`src/rtl/control_sequencer.sv`:
```
// Multi-cycle control sequencer for the 16-bit RISC datapath.
// Shares one memory port between fetch and data access, with a stall watchdog.
module control_sequencer #(
  parameter int unsigned MEM_TIMEOUT = 15
) (
  input  logic       clk,
  input  logic       reset,
  input  logic [3:0] opcode,
  input  logic       Z,
  input  logic       N,
  input  logic       mem_ready,
  output logic       mem_req,
  output logic       AS,
  output logic       MW,
  output logic       IL,
  output logic       PI,
  output logic       PL,
  output logic       RW,
  output logic       MB,
  output logic       MD,
  output logic [3:0] FS,
  output logic       halted,
  output logic       fault,
  output logic [2:0] state
);

  localparam int CW =
    (MEM_TIMEOUT > 1) ? $clog2(MEM_TIMEOUT + 1) : 1;
  localparam logic [CW-1:0] TO_M1 =
    CW'((MEM_TIMEOUT == 0) ? 0 : MEM_TIMEOUT - 1);

  typedef enum logic [2:0] {
    IDLE   = 3'd0,
    FETCH  = 3'd1,
    DECODE = 3'd2,
    EXEC   = 3'd3,
    MEM    = 3'd4,
    WB     = 3'd5,
    HALT   = 3'd6
  } st_e;

  st_e           state_q, state_d;
  logic [CW-1:0] cnt_q, cnt_d;
  logic          fault_q, fault_d;
  logic          expire;

  // Last waiting cycle before the counter would reach MEM_TIMEOUT
  assign expire = (MEM_TIMEOUT != 0) && (cnt_q == TO_M1);

  always_ff @(posedge clk or negedge reset) begin
    if (!reset) begin
      state_q <= IDLE;
      cnt_q   <= '0;
      fault_q <= 1'b0;
    end else begin
      state_q <= state_d;
      cnt_q   <= cnt_d;
      fault_q <= fault_d;
    end
  end

  always_comb begin
    state_d = state_q;
    cnt_d   = '0;
    fault_d = fault_q;
    mem_req = 1'b0;
    AS      = 1'b0;
    MW      = 1'b0;
    IL      = 1'b0;
    PI      = 1'b0;
    PL      = 1'b0;
    RW      = 1'b0;
    MB      = 1'b0;
    MD      = 1'b0;
    FS      = 4'h0;
    halted  = 1'b0;
    unique case (state_q)
      IDLE: state_d = FETCH;
      FETCH: begin
        mem_req = 1'b1;
        if (mem_ready) begin
          IL      = 1'b1;
          PI      = 1'b1;
          state_d = DECODE;
        end else if (expire) begin
          state_d = HALT;
          fault_d = 1'b1;
        end else begin
          cnt_d = cnt_q + 1'b1;
        end
      end
      DECODE: begin
        unique case (opcode)
          4'h0:       state_d = FETCH;
          4'h9, 4'hA: state_d = MEM;
          4'hE: begin
            state_d = HALT;
            fault_d = 1'b1;
          end
          4'hF:       state_d = HALT;
          default:    state_d = EXEC;
        endcase
      end
      EXEC: begin
        state_d = FETCH;
        unique case (opcode)
          4'h1, 4'h2, 4'h3, 4'h4,
          4'h5, 4'h6, 4'h7: begin
            FS = opcode;
            RW = 1'b1;
          end
          4'h8: begin
            FS = 4'h7;
            MB = 1'b1;
            RW = 1'b1;
          end
          4'hB:    PL = Z;
          4'hC:    PL = N;
          4'hD:    PL = 1'b1;
          default: ;
        endcase
      end
      MEM: begin
        mem_req = 1'b1;
        AS      = 1'b1;
        MW      = (opcode == 4'hA);
        if (mem_ready) begin
          state_d = (opcode == 4'hA) ? FETCH : WB;
        end else if (expire) begin
          state_d = HALT;
          fault_d = 1'b1;
        end else begin
          cnt_d = cnt_q + 1'b1;
        end
      end
      WB: begin
        MD      = 1'b1;
        RW      = 1'b1;
        state_d = FETCH;
      end
      HALT:    halted = 1'b1;
      default: state_d = IDLE;
    endcase
  end

  assign fault = fault_q;
  assign state = state_q;

endmodule

```
`config.mk`:
```
export PLATFORM = sky130hd
export DESIGN_NAME = control_sequencer
export DESIGN_NICKNAME = d
export VERILOG_FILES = /design/src/rtl/control_sequencer.sv
export SDC_FILE = /design/constraint.sdc
export NUM_CORES = 1
export LEC_CHECK = 0
export BUFFER_PORTS_ARGS = -buffer_cell sky130_fd_sc_hd__buf_4
export CAP_MARGIN = 10
export CORE_UTILIZATION = 41
export DETAILED_ROUTE_END_ITERATION = 16
export PLACE_DENSITY = 0.73
export SLEW_MARGIN = 25
export SYNTH_ARGS = -nofsm -noshare
export SYNTH_HDL_FRONTEND = slang
export SYNTH_SLANG_ARGS = --single-unit
```
`constraint.sdc`:
```
create_clock -name clk -period 1.25 [get_ports clk]
set_input_delay 0.25 -clock clk [delete_from_list [all_inputs] [get_ports clk]]
set_output_delay 0.25 -clock clk [all_outputs]
set_load 0.05 [all_outputs]
```
Word-level counts from Yosys, hierarchy flattened
Index checks and enable logic that the tools add are counted.
Word-level totals
  bits in registers: 8
  output and inout bits: 18
  logic and storage cells: 67
Operators by class
  add/subtract/negate cells: 1
  eq/ne operators: 25
  mux-type cells: 28
  reductions and logical operators: 10
Operator list (number)
  $eq A4 B4 Y1 const B: 9
  $eq A4 B3 Y1 const B: 4
  $mux W4: 4
  $pmux W3 S5: 1
  $mux W1: 14
  $mux W3: 4
  $eq A3 B3 Y1 const B: 3
  $pmux W3 S3: 1
  $eq A4 B2 Y1 const B: 2
  $pmux W4 S2: 1
  $reduce_or A8 Y1: 1
  $reduce_or A7 Y1: 1
  $eq A3 B2 Y1 const B: 2
  $reduce_or A2 Y1: 3
  $add A4 B1 Y4 const B: 1
  $eq A4 B1 Y1 const B: 1
  $logic_not A4 Y1: 1
  $ne A2 B2 Y1 const B: 2
  $pmux W1 S2: 2
  $reduce_and A4 Y1: 1
  $eq A3 B1 Y1 const B: 1
  $logic_not A3 Y1: 1
  $pmux W1 S3: 1
  $reduce_or A3 Y1: 1
  other kinds (2): 2

Longest topological paths before layout
Gate-level depths: netlist of run 1.
  depth after elaboration: 4
  mapped depth: 6

Worst setup path after synthesis of run 1
Ideal clock, no wire load.
  path kind: reg-to-output
  from: register state_q[2], in the netlist state[2]
  to: output PI
  data arrival time: 2502 ps
  data required time: 1000 ps
  path slack: -1502 ps
  stages on the path, launching flop included: 4
  path buffers: 1
  path through: dfrtp_1 > nand2b_4 > nor3b_1 > buf_4
On the way
  word-level cells in the longest chain between the ends: 2
RTL lines
  from (decl): line 42  | st_e state_q, state_d;
  from (signal assigned): line 56  | state_q <= state_d;
  $eq A3 B1 Y1
  $mux W1
  to (decl): line 16  | output logic PI,
No other way between the ends.

Worst setup path after layout of run 1
  from: register state_q[2], in the netlist state[2]
  to: output FS[2]
On the way
  word-level cells in the longest chain between the ends: 2
RTL lines
  $eq A3 B2 Y1: line 77  | unique case (state_q)
  $mux W4: line 77
  to (decl): line 21  | output logic [3:0] FS,
No other way between the ends.

==> results of run 1 <==
## where the power goes
part	leakage [µW]	switching [µW]	internal, µW
Sequential	0.000101	89.8	360
Combinational	0.000438	1270	889
Clock	0.0000150	98.1	123
## through the flow
stage	worst slack [ns]	hold WS (ns)	setup TNS, ns	cells	utilization
final	-0.425	0.336	-5.04	138	0.922
after global routing	-0.465	0.340	-6.01	138	0.922
after floorplan	-0.527	-0.0456	-6.55	77	-
after detailed placement	-0.318	0.0703	-2.32	132	0.778
after CTS	-0.398	0.337	-4.78	137	0.865
after global placement	-0.294	0.0706	-2.02	132	0.778
## area by class of cell
type,instances,area [µm²],area share
clock buffer,4,26.3,0.0211
inverter,2,10.0,0.00804
multi-input combinational,63,529,0.425
sequential,8,209,0.168
tap,15,18.8,0.0151
timing repair buffer,46,452,0.363
## placed cells by master (no fill, tap or decap), types with 2 or more instances in the layout
cell type,count
sky130_fd_sc_hd__a21oi_4,3
sky130_fd_sc_hd__nand2b_4,2
sky130_fd_sc_hd__nor3_4,2
sky130_fd_sc_hd__buf_6,11
sky130_fd_sc_hd__buf_4,27
sky130_fd_sc_hd__xnor2_1,2
sky130_fd_sc_hd__dfrtp_4,2
sky130_fd_sc_hd__buf_8,5
sky130_fd_sc_hd__a31oi_1,3
sky130_fd_sc_hd__buf_12,2
sky130_fd_sc_hd__dfrtp_1,5
sky130_fd_sc_hd__nor2b_1,2
sky130_fd_sc_hd__and3_4,3
sky130_fd_sc_hd__nor2_1,10
sky130_fd_sc_hd__xor2_1,3
sky130_fd_sc_hd__clkbuf_4,3
sky130_fd_sc_hd__nor3_1,2
sky130_fd_sc_hd__a21oi_1,2
sky130_fd_sc_hd__nand2b_1,3
sky130_fd_sc_hd__o21ai_0,3
sky130_fd_sc_hd__nand2_1,2
sky130_fd_sc_hd__nor2_4,2
## cells by family (layout without fill, tap and decap cells)
logic type / count (synthesis) / count (layout)
AOI/OAI and AO/OA: 17 / 17
DFF: 8 / 8
xor gates and xnor gates: 5 / 5
adders and majority gates: 2 / 2
and+or+nand+nor: 38 / 38
other: 1 / 1
buffers and inverters: 6 / 52
## worst paths after layout
kind	startpoint	endpoint	slack, ns
worst max-delay path	state[2]	FS[2]	-0.42
worst max register to register	state[2]	state[0]	-0.10
min in group clk	mem_ready	state[2]	0.36
worst min-delay path	reset	state[0]	0.34
worst min register to register	fault	fault	0.50
max in group asynchronous	reset	cnt_q[2]	0.77
## sequential cells by signal, summed over array words and instances (netlist names)
name	cells
cnt_q	4
fault	1
state	3
## repair_timing
action                     in CTS  in global routing
pin swaps                       3                  5
setup endpoints to repair      18                 23
hold endpoints to repair        8                  0
hold buffers                    1                  0
resized for setup              22                 17
setup buffers                   0                  1
## worst register-to-register path: stages, from the launching register on
cell and delay, ns:
sky130_fd_sc_hd__dfrtp_2 0.41, sky130_fd_sc_hd__nand2b_4 0.15, sky130_fd_sc_hd__buf_6 0.14, sky130_fd_sc_hd__or3_4 0.37, sky130_fd_sc_hd__and3_1 0.16
## layer usage
metal	vias up	wire (µm)	GRT usage
met4	0	43	0.0833
met3	4	166	0.109
met2	42	1160	0.410
met5	-	0	0
li1	357	-	-
met1	371	929	0.296
==> flow_summary.html, run 1 <==
<table>
<tr><th>Metric</th><th>Value</th></tr>
<tr><th colspan="2">Setup path</th></tr>
<tr><td>Slowest-stage cell, CP</td><td>sky130_fd_sc_hd__dfrtp_2</td></tr>
<tr><td>Number of gates on the worst path with buffers counted</td><td>4</td></tr>
<tr><td>Required time of the critical path</td><td>1.00 ns</td></tr>
<tr><td>Delay-heaviest family, CP</td><td>simple AND/OR/NAND/NOR gates</td></tr>
<tr><td>Worst setup SP type</td><td>flip-flop</td></tr>
<tr><td>Logic depth of the worst register-to-register path</td><td>4</td></tr>
<tr><td>Peak fanout along the critical path</td><td>4</td></tr>
<tr><td>Crit path buffers/inverters</td><td>1</td></tr>
<tr><td>Signal arrival time at the worst endpoint</td><td>1.42 ns</td></tr>
<tr><td>Worst path max stage delay</td><td>0.41 ns</td></tr>
<tr><td>Critical path, cell by cell</td><td>nand2b_4, or2_4, a21oi_4, buf_6</td></tr>
<tr><td>Crit path capture type</td><td>output pin</td></tr>
<tr><td>Worst setup path category</td><td>flip-flop to output pin</td></tr>
<tr><th colspan="2">STA</th></tr>
<tr><td>F_max</td><td>597 MHz</td></tr>
<tr><td>Setup repair after global routing missed its margin</td><td>true</td></tr>
<tr><td>Worst path setup slack after routing</td><td>-0.425 ns</td></tr>
<tr><td>Shortest period the worst path allows</td><td>1.67 ns</td></tr>
<tr><td>Hold violation count in the final report</td><td>0</td></tr>
<tr><td>Part of the cycle the worst path needs</td><td>1.34</td></tr>
<tr><td>Final-report setup violation count</td><td>21</td></tr>
<tr><td>Largest clock skew in the final design</td><td>0.0161 ns</td></tr>
<tr><td>Total count of max-transition violations in the final report</td><td>0</td></tr>
<tr><th colspan="2">Synthesis</th></tr>
<tr><td>Primary flip-flop cell chosen by synthesis mapping</td><td>sky130_fd_sc_hd__dfrtp_1</td></tr>
<tr><td>Commonest cells in the netlist</td><td>sky130_fd_sc_hd__nor2_1, sky130_fd_sc_hd__dfrtp_1, sky130_fd_sc_hd__a21oi_1</td></tr>
<tr><td>Warnings, synthesis</td><td>0</td></tr>
<tr><td>Share of synthesized cell area in full adder, half adder and majority cells</td><td>0.0402</td></tr>
<tr><td>Xor-xnor portion of the synthesized cell area</td><td>0.0703</td></tr>
<tr><td>Main combinational cell family by area after synthesis</td><td>simple AND/OR/NAND/NOR gates</td></tr>
<tr><td>Area share of the largest cell type after synthesis</td><td>0.321</td></tr>
<tr><td>FFs w/ async S/R, synth</td><td>1.00</td></tr>
<tr><td>Post-Synthesis Mean Instance Area</td><td>8.09 µm²</td></tr>
<tr><td>Number of enable-type register cells in the synthesized netlist</td><td>0</td></tr>
<tr><td>Instance count of the mapped netlist</td><td>77</td></tr>
<tr><td>Top-count cell post-synth</td><td>sky130_fd_sc_hd__nor2_1</td></tr>
<tr><td>Simple-gate share of the synthesized area</td><td>0.345</td></tr>
<tr><td>Multiplexer fraction of the synthesized cell area</td><td>0</td></tr>
<tr><td>Net count after synthesis</td><td>88</td></tr>
<tr><td>Share of the yosys chip area belonging to registers</td><td>0.321</td></tr>
<tr><td>Share of the synthesized area in compound gates (AO/OA/AOI/OAI)</td><td>0.165</td></tr>
<tr><td>Top post-synthesis cells by area</td><td>sky130_fd_sc_hd__dfrtp_1, sky130_fd_sc_hd__nor2_1, sky130_fd_sc_hd__a21oi_1</td></tr>
<tr><td>Total standard cell area after synthesis</td><td>623 µm²</td></tr>
<tr><td>Number of storage elements in the synthesis netlist</td><td>8</td></tr>
<tr><td>Distinct cell type count after synthesis</td><td>29</td></tr>
<tr><td>Top cell type by total area after synthesis</td><td>sky130_fd_sc_hd__dfrtp_1</td></tr>
<tr><th colspan="2">Routing</th></tr>
<tr><td>Initial drt markers</td><td>12</td></tr>
<tr><td>Routed wire length</td><td>2.30 mm</td></tr>
<tr><td>Number of design rule violations left after detail routing</td><td>0</td></tr>
<tr><td>Vias after detailed routing</td><td>774</td></tr>
<tr><td>Via count normalized by instance count</td><td>5.61</td></tr>
<tr><td>Pre-Repair DR Iteration Count</td><td>4</td></tr>
<tr><td>Routed Antenna Nets</td><td>0</td></tr>
<tr><td>Drt wl/cell</td><td>16.7 µm</td></tr>
<tr><th colspan="2">Cells and area</th></tr>
<tr><td>Post-layout instance area</td><td>1240 µm²</td></tr>
<tr><td>Number of fill cells in the layout</td><td>46</td></tr>
<tr><td>Antenna diode instance count</td><td>0</td></tr>
<tr><td>Final layout net count</td><td>135</td></tr>
<tr><td>Layout cell share with drive strength beyond 1</td><td>0.593</td></tr>
<tr><td>Area delta synth-&gt;final</td><td>99.8%</td></tr>
<tr><th colspan="2">Status</th></tr>
<tr><td>Violated checks</td><td>negative setup slack</td></tr>
<tr><td>Result of the run</td><td>finished, violations left</td></tr>
<tr><th colspan="2">GRT</th></tr>
<tr><td>Overall fraction of global-route tracks in use</td><td>0.253</td></tr>
<tr><td>Pin count of the biggest net entering global routing</td><td>10</td></tr>
<tr><td>Global-route wire length before repair</td><td>2.72 mm</td></tr>
<tr><td>Congestion Overflow GR</td><td>0</td></tr>
<tr><td>Via count of the first global-routing pass</td><td>643</td></tr>
<tr><td>Antenna violations before repair</td><td>0</td></tr>
<tr><th colspan="2">Floorplanning</th></tr>
<tr><td>Total Die Area</td><td>1680 µm²</td></tr>
<tr><td>Std cell rows</td><td>13</td></tr>
<tr><td>Starting density of the core</td><td>0.462</td></tr>
<tr><td>Core Footprint</td><td>1350 µm²</td></tr>
<tr><td>Die Y</td><td>41.0 µm</td></tr>
<tr><td>Top-Level Pins</td><td>27</td></tr>
<tr><td>DIE WIDTH</td><td>41.0 µm</td></tr>
<tr><th colspan="2">Power</th></tr>
<tr><td>Sum of internal, switching and leakage power</td><td>2830 µW</td></tr>
<tr><td>P_leak</td><td>0.000554 µW</td></tr>
<tr><td>VDD IR max</td><td>1.85 mV</td></tr>
<tr><td>Power per cell area</td><td>2280 nW/µm²</td></tr>
<tr><th colspan="2">Flow run</th></tr>
<tr><td># Max-Cap Violations</td><td>0</td></tr>
<tr><th colspan="2">Clocking</th></tr>
<tr><td>Clock tree buffer depth</td><td>2</td></tr>
<tr><td>Clock tree from TritonCTS</td><td>done</td></tr>
<tr><td>Clock-pin slew of the registers on the worst-case setup and hold paths</td><td>0.07 ns</td></tr>
<tr><td>Clock tree root driver cell</td><td>sky130_fd_sc_hd__clkbuf_4</td></tr>
<tr><td>Clock sinks</td><td>8</td></tr>
<tr><td>CTS H-tree depth</td><td>1</td></tr>
<tr><td>Clock latency of the later-clocked register in the worst-skew pair</td><td>0.27 ns</td></tr>
<tr><td>Num CTS Buffers</td><td>3</td></tr>
<tr><th colspan="2">Min path</th></tr>
<tr><td>Hold Path Class</td><td>input port to async pin</td></tr>
<tr><th colspan="2">Placement</th></tr>
<tr><td>HPWL reported at the end of detailed placement</td><td>1.42 mm</td></tr>
<tr><td>Area post-placement</td><td>1050 µm²</td></tr>
<tr><td>Port Buf Inserts</td><td>25</td></tr>
<tr><td>GPL Wtd Cong</td><td>0.802</td></tr>
</table>
No activity file was read; power rests on OpenSTA's default activity.
==> run 2, diff against run 1 <==
--- a/config.mk
+++ b/config.mk
@@ -9,8 +9,7 @@
 export CAP_MARGIN = 10
 export CORE_UTILIZATION = 41
 export DETAILED_ROUTE_END_ITERATION = 16
-export PLACE_DENSITY = 0.73
-export SLEW_MARGIN = 25
+export PLACE_DENSITY = 0.81
 export SYNTH_ARGS = -nofsm -noshare
 export SYNTH_HDL_FRONTEND = slang
 export SYNTH_SLANG_ARGS = --single-unit
==> run 2 against run 1 <==
Against the previous run: first-iteration DRC count up 83%; flip-flop and latch count unchanged; critical path type unchanged; worst setup slack worse by 0.012 ns; critical endpoint is now MW; non-clock buffer count unchanged; the run still ends with negative setup slack left; largest cell class unchanged; largest power group unchanged; clock-buffer cell count unchanged; sequential power down 3%; design area down 2.0%; core utilization down 1.9 points; clock power up 2%; global-route usage up 7.7 points; critical path depth unchanged; sequential share of layout area up 0.34 points.
==> flow_summary.html, run 2 (synthesized netlist as in run 1, its figures left out) <==
<table>
<tr><th>Metric</th><th>Value</th></tr>
<tr><th colspan="2">Setup path</th></tr>
<tr><td>Logic depth of the worst register-to-register path</td><td>4 (unchanged)</td></tr>
<tr><td>Critical path, cell by cell</td><td>nand2b_4, nor2_4, and3_4, buf_8 (was nand2b_4, or2_4, a21oi_4, buf_6)</td></tr>
<tr><td>Worst setup path category</td><td>flip-flop to output pin (unchanged)</td></tr>
<tr><td>Signal arrival time at the worst endpoint</td><td>1.44 ns (was 1.42 ns)</td></tr>
<tr><td>Worst path max stage delay</td><td>0.51 ns (was 0.41 ns)</td></tr>
<tr><td>Crit path buffers/inverters</td><td>1 (unchanged)</td></tr>
<tr><td>Launch point of the worst reg-to-reg path</td><td>state[2] (unchanged)</td></tr>
<tr><td>Crit path capture type</td><td>output pin (unchanged)</td></tr>
<tr><td>Peak fanout along the critical path</td><td>5 (was 4)</td></tr>
<tr><td>R2r setup slk</td><td>-0.08 ns (was -0.10 ns)</td></tr>
<tr><td>Required time of the critical path</td><td>1.00 ns (about the same)</td></tr>
<tr><td>Delay-heaviest family, CP</td><td>flip-flops (was simple AND/OR/NAND/NOR gates)</td></tr>
<tr><td>Slowest-stage cell, CP</td><td>sky130_fd_sc_hd__dfrtp_4 (was sky130_fd_sc_hd__dfrtp_2)</td></tr>
<tr><td>Reg-to-reg endpoint</td><td>state[0] (unchanged)</td></tr>
<tr><td>Worst setup SP type</td><td>flip-flop (unchanged)</td></tr>
<tr><th colspan="2">Floorplanning</th></tr>
<tr><td>Top-Level Pins</td><td>27 (unchanged)</td></tr>
<tr><td>Core Footprint</td><td>1350 µm² (unchanged)</td></tr>
<tr><td>Total Die Area</td><td>1680 µm² (unchanged)</td></tr>
<tr><td>Die Y</td><td>41.0 µm (unchanged)</td></tr>
<tr><td>Starting density of the core</td><td>0.462 (unchanged)</td></tr>
<tr><td>DIE WIDTH</td><td>41.0 µm (unchanged)</td></tr>
<tr><td>Std cell rows</td><td>13 (unchanged)</td></tr>
<tr><th colspan="2">Placement</th></tr>
<tr><td>Port Buf Inserts</td><td>25 (unchanged)</td></tr>
<tr><td>HPWL reported at the end of detailed placement</td><td>1.43 mm (was 1.42 mm)</td></tr>
<tr><td>GPL Wtd Cong</td><td>0.792 (was 0.802)</td></tr>
<tr><td>Cell Count Post-Placement</td><td>131 (was 132)</td></tr>
<tr><td>Worst Setup Slack post-DPL</td><td>-0.320 ns (was -0.318 ns)</td></tr>
<tr><td>Area post-placement</td><td>1040 µm² (was 1050 µm²)</td></tr>
<tr><th colspan="2">STA</th></tr>
<tr><td>Setup repair after global routing missed its margin</td><td>true (unchanged)</td></tr>
<tr><td>Part of the cycle the worst path needs</td><td>1.35 (was 1.34)</td></tr>
<tr><td>F_max</td><td>593 MHz (was 597 MHz)</td></tr>
<tr><td>Post-Route Setup TNS</td><td>-5.07 ns (was -5.04 ns)</td></tr>
<tr><td>Largest clock skew in the final design</td><td>0.0162 ns (was 0.0161 ns)</td></tr>
<tr><td>Final-report setup violation count</td><td>19 (was 21)</td></tr>
<tr><td>Total count of max-transition violations in the final report</td><td>0 (unchanged)</td></tr>
<tr><td>Shortest period the worst path allows</td><td>1.69 ns (was 1.67 ns)</td></tr>
<tr><td>Hold violation count in the final report</td><td>0 (unchanged)</td></tr>
<tr><td>Worst path setup slack after routing</td><td>-0.437 ns (was -0.425 ns)</td></tr>
<tr><th colspan="2">Routing</th></tr>
<tr><td>Routed Antenna Nets</td><td>0 (unchanged)</td></tr>
<tr><td>Via count normalized by instance count</td><td>5.96 (was 5.61)</td></tr>
<tr><td>Vias after detailed routing</td><td>822 (was 774)</td></tr>
<tr><td>Initial drt markers</td><td>22 (was 12)</td></tr>
<tr><td>Number of design rule violations left after detail routing</td><td>0 (unchanged)</td></tr>
<tr><td>Drt wl/cell</td><td>17.7 µm (was 16.7 µm)</td></tr>
<tr><td>Pre-Repair DR Iteration Count</td><td>4 (unchanged)</td></tr>
<tr><td>Routed wire length</td><td>2.44 mm (was 2.30 mm)</td></tr>
<tr><th colspan="2">Clocking</th></tr>
<tr><td>Num CTS Buffers</td><td>3 (unchanged)</td></tr>
<tr><td>Clock tree root driver cell</td><td>sky130_fd_sc_hd__clkbuf_4 (unchanged)</td></tr>
<tr><td>Clock-pin slew of the registers on the worst-case setup and hold paths</td><td>0.06 ns (was 0.07 ns)</td></tr>
<tr><td>Clock latency of the later-clocked register in the worst-skew pair</td><td>0.28 ns (was 0.27 ns)</td></tr>
<tr><td>Clock tree from TritonCTS</td><td>done (unchanged)</td></tr>
<tr><td>CTS H-tree depth</td><td>1 (unchanged)</td></tr>
<tr><td>Clock tree buffer depth</td><td>2 (unchanged)</td></tr>
<tr><td>Clock sinks</td><td>8 (unchanged)</td></tr>
<tr><th colspan="2">Cells and area</th></tr>
<tr><td>Layout cell share with drive strength beyond 1</td><td>0.602 (was 0.593)</td></tr>
<tr><td>Area delta synth-&gt;final</td><td>95.8% (was 99.8%)</td></tr>
<tr><td>Number of fill cells in the layout</td><td>54 (was 46)</td></tr>
<tr><td>Commonest cells after routing, fill and taps aside</td><td>sky130_fd_sc_hd__buf_4, sky130_fd_sc_hd__buf_6, sky130_fd_sc_hd__nor2_1, sky130_fd_sc_hd__buf_8, sky130_fd_sc_hd__dfrtp_1 (was sky130_fd_sc_hd__buf_4, sky130_fd_sc_hd__buf_6, sky130_fd_sc_hd__nor2_1, sky130_fd_sc_hd__dfrtp_1, sky130_fd_sc_hd__buf_8)</td></tr>
<tr><td>Register containing the most flip-flops in the final layout</td><td>cnt_q (unchanged)</td></tr>
<tr><td>Antenna diode instance count</td><td>0 (unchanged)</td></tr>
<tr><td>Max FFs per register</td><td>4 (unchanged)</td></tr>
<tr><td>Number of cells in the finished layout apart from fillers</td><td>138 (unchanged)</td></tr>
<tr><td>Final layout net count</td><td>135 (unchanged)</td></tr>
<tr><td>Post-layout instance area</td><td>1220 µm² (was 1240 µm²)</td></tr>
<tr><td>Commonest non-fill, non-tap cell in the layout</td><td>sky130_fd_sc_hd__buf_4 (unchanged)</td></tr>
<tr><th colspan="2">Status</th></tr>
<tr><td>Result of the run</td><td>finished, violations left (unchanged)</td></tr>
<tr><td>Violated checks</td><td>negative setup slack (unchanged)</td></tr>
<tr><th colspan="2">Flow run</th></tr>
<tr><td># Max-Cap Violations</td><td>0 (unchanged)</td></tr>
<tr><th colspan="2">GRT</th></tr>
<tr><td>Global-route wire length before repair</td><td>3.33 mm (was 2.72 mm)</td></tr>
<tr><td>Via count of the first global-routing pass</td><td>740 (was 643)</td></tr>
<tr><td>Pin count of the biggest net entering global routing</td><td>10 (unchanged)</td></tr>
<tr><td>Congestion Overflow GR</td><td>0 (unchanged)</td></tr>
<tr><td>Antenna violations before repair</td><td>0 (unchanged)</td></tr>
<tr><td>Overall fraction of global-route tracks in use</td><td>0.330 (was 0.253)</td></tr>
<tr><th colspan="2">Power</th></tr>
<tr><td>Power per cell area</td><td>2240 nW/µm² (was 2280 nW/µm²)</td></tr>
<tr><td>Clock network power share</td><td>0.083 (was 0.078)</td></tr>
<tr><td>VDD IR max</td><td>1.36 mV (was 1.85 mV)</td></tr>
<tr><td>P_leak</td><td>0.000557 µW (was 0.000554 µW)</td></tr>
<tr><td>Reg power frac</td><td>0.160 (was 0.159)</td></tr>
<tr><td>Sum of internal, switching and leakage power</td><td>2730 µW (was 2830 µW)</td></tr>
<tr><td>Internal</td><td>1310 µW (was 1370 µW)</td></tr>
<tr><td>Proportion of power drawn by combinational gates</td><td>0.757 (was 0.763)</td></tr>
<tr><td>Switching fraction of total power</td><td>0.521 (was 0.516)</td></tr>
<tr><td>NetSw</td><td>1420 µW (was 1460 µW)</td></tr>
<tr><th colspan="2">Min path</th></tr>
<tr><td>Hold Path Class</td><td>input port to async pin (unchanged)</td></tr>
</table>
==> run 2: power groups by stage <==
| stage | clock (µW) | combinational [µW] | sequential [µW] |
|---|---|---|---|
| after floorplan | 0 | 900 | 689 |
| after global placement | 0 | 1690 | 419 |
| after detailed placement | 0 | 1730 | 424 |
| after CTS | 224 | 1920 | 424 |
| after global routing | 246 | 2140 | 444 |
| final | 225 | 2060 | 437 |
==> run 2: timing repair <==
| action | CTS | global route |
|---|---|---|
| buffers inserted | 1 | 1 |
| hold buffers | 1 | 0 |
| gates resized for setup | 23 | 11 |
| setup endpoints to repair | 18 | 24 |
| pin swaps | 3 | 3 |
| hold endpoints to repair | 8 | 0 |
==> run 2: worst max-delay path by stage <==
stage / start / endpoint / depth (start not counted)
2_1_floorplan: state[2] / PI / 3
3_3_place_gp: opcode[2] / RW / 5
3_5_place_dp: opcode[2] / RW / 5
4_1_cts: state[2] / FS[1] / 4
5_1_grt: state[0] / MW / 4
6_report: state[0] / MW / 4
==> run 2: layer usage <==
metal	vias up	wire, µm	track usage
met2	56	1260	0.527
li1	358	-	-
met5	-	0	0
met4	0	102	0.258
met1	395	897	0.346
met3	13	188	0.120
==> run 2: through the flow <==
step | hold slack, ns | util
after CTS | 0.325 | 0.869
after floorplan | -0.0456 | -
after detailed placement | 0.0710 | 0.772
after global routing | 0.335 | 0.904
after global placement | 0.0690 | 0.772
final | 0.325 | 0.904
==> run 2: area by class of cell <==
class                      count  area (µm²)  share of cell area
timing repair buffer          46         438               0.359
inverter                       2        7.51             0.00615
clock buffer                   4        26.3              0.0215
multi-input combinational     63         520               0.427
sequential                     8         209               0.171
tap                           15        18.8              0.0154
==> run 2: worst register-to-register path: cells and delay by family, from the launching register on <==
| kind | cells | cell delay, ns |
|---|---|---|
| buffers and inverters | 1 | 0.17 |
| flip-flops | 1 | 0.40 |
| AND/OR/NAND/NOR | 3 | 0.66 |
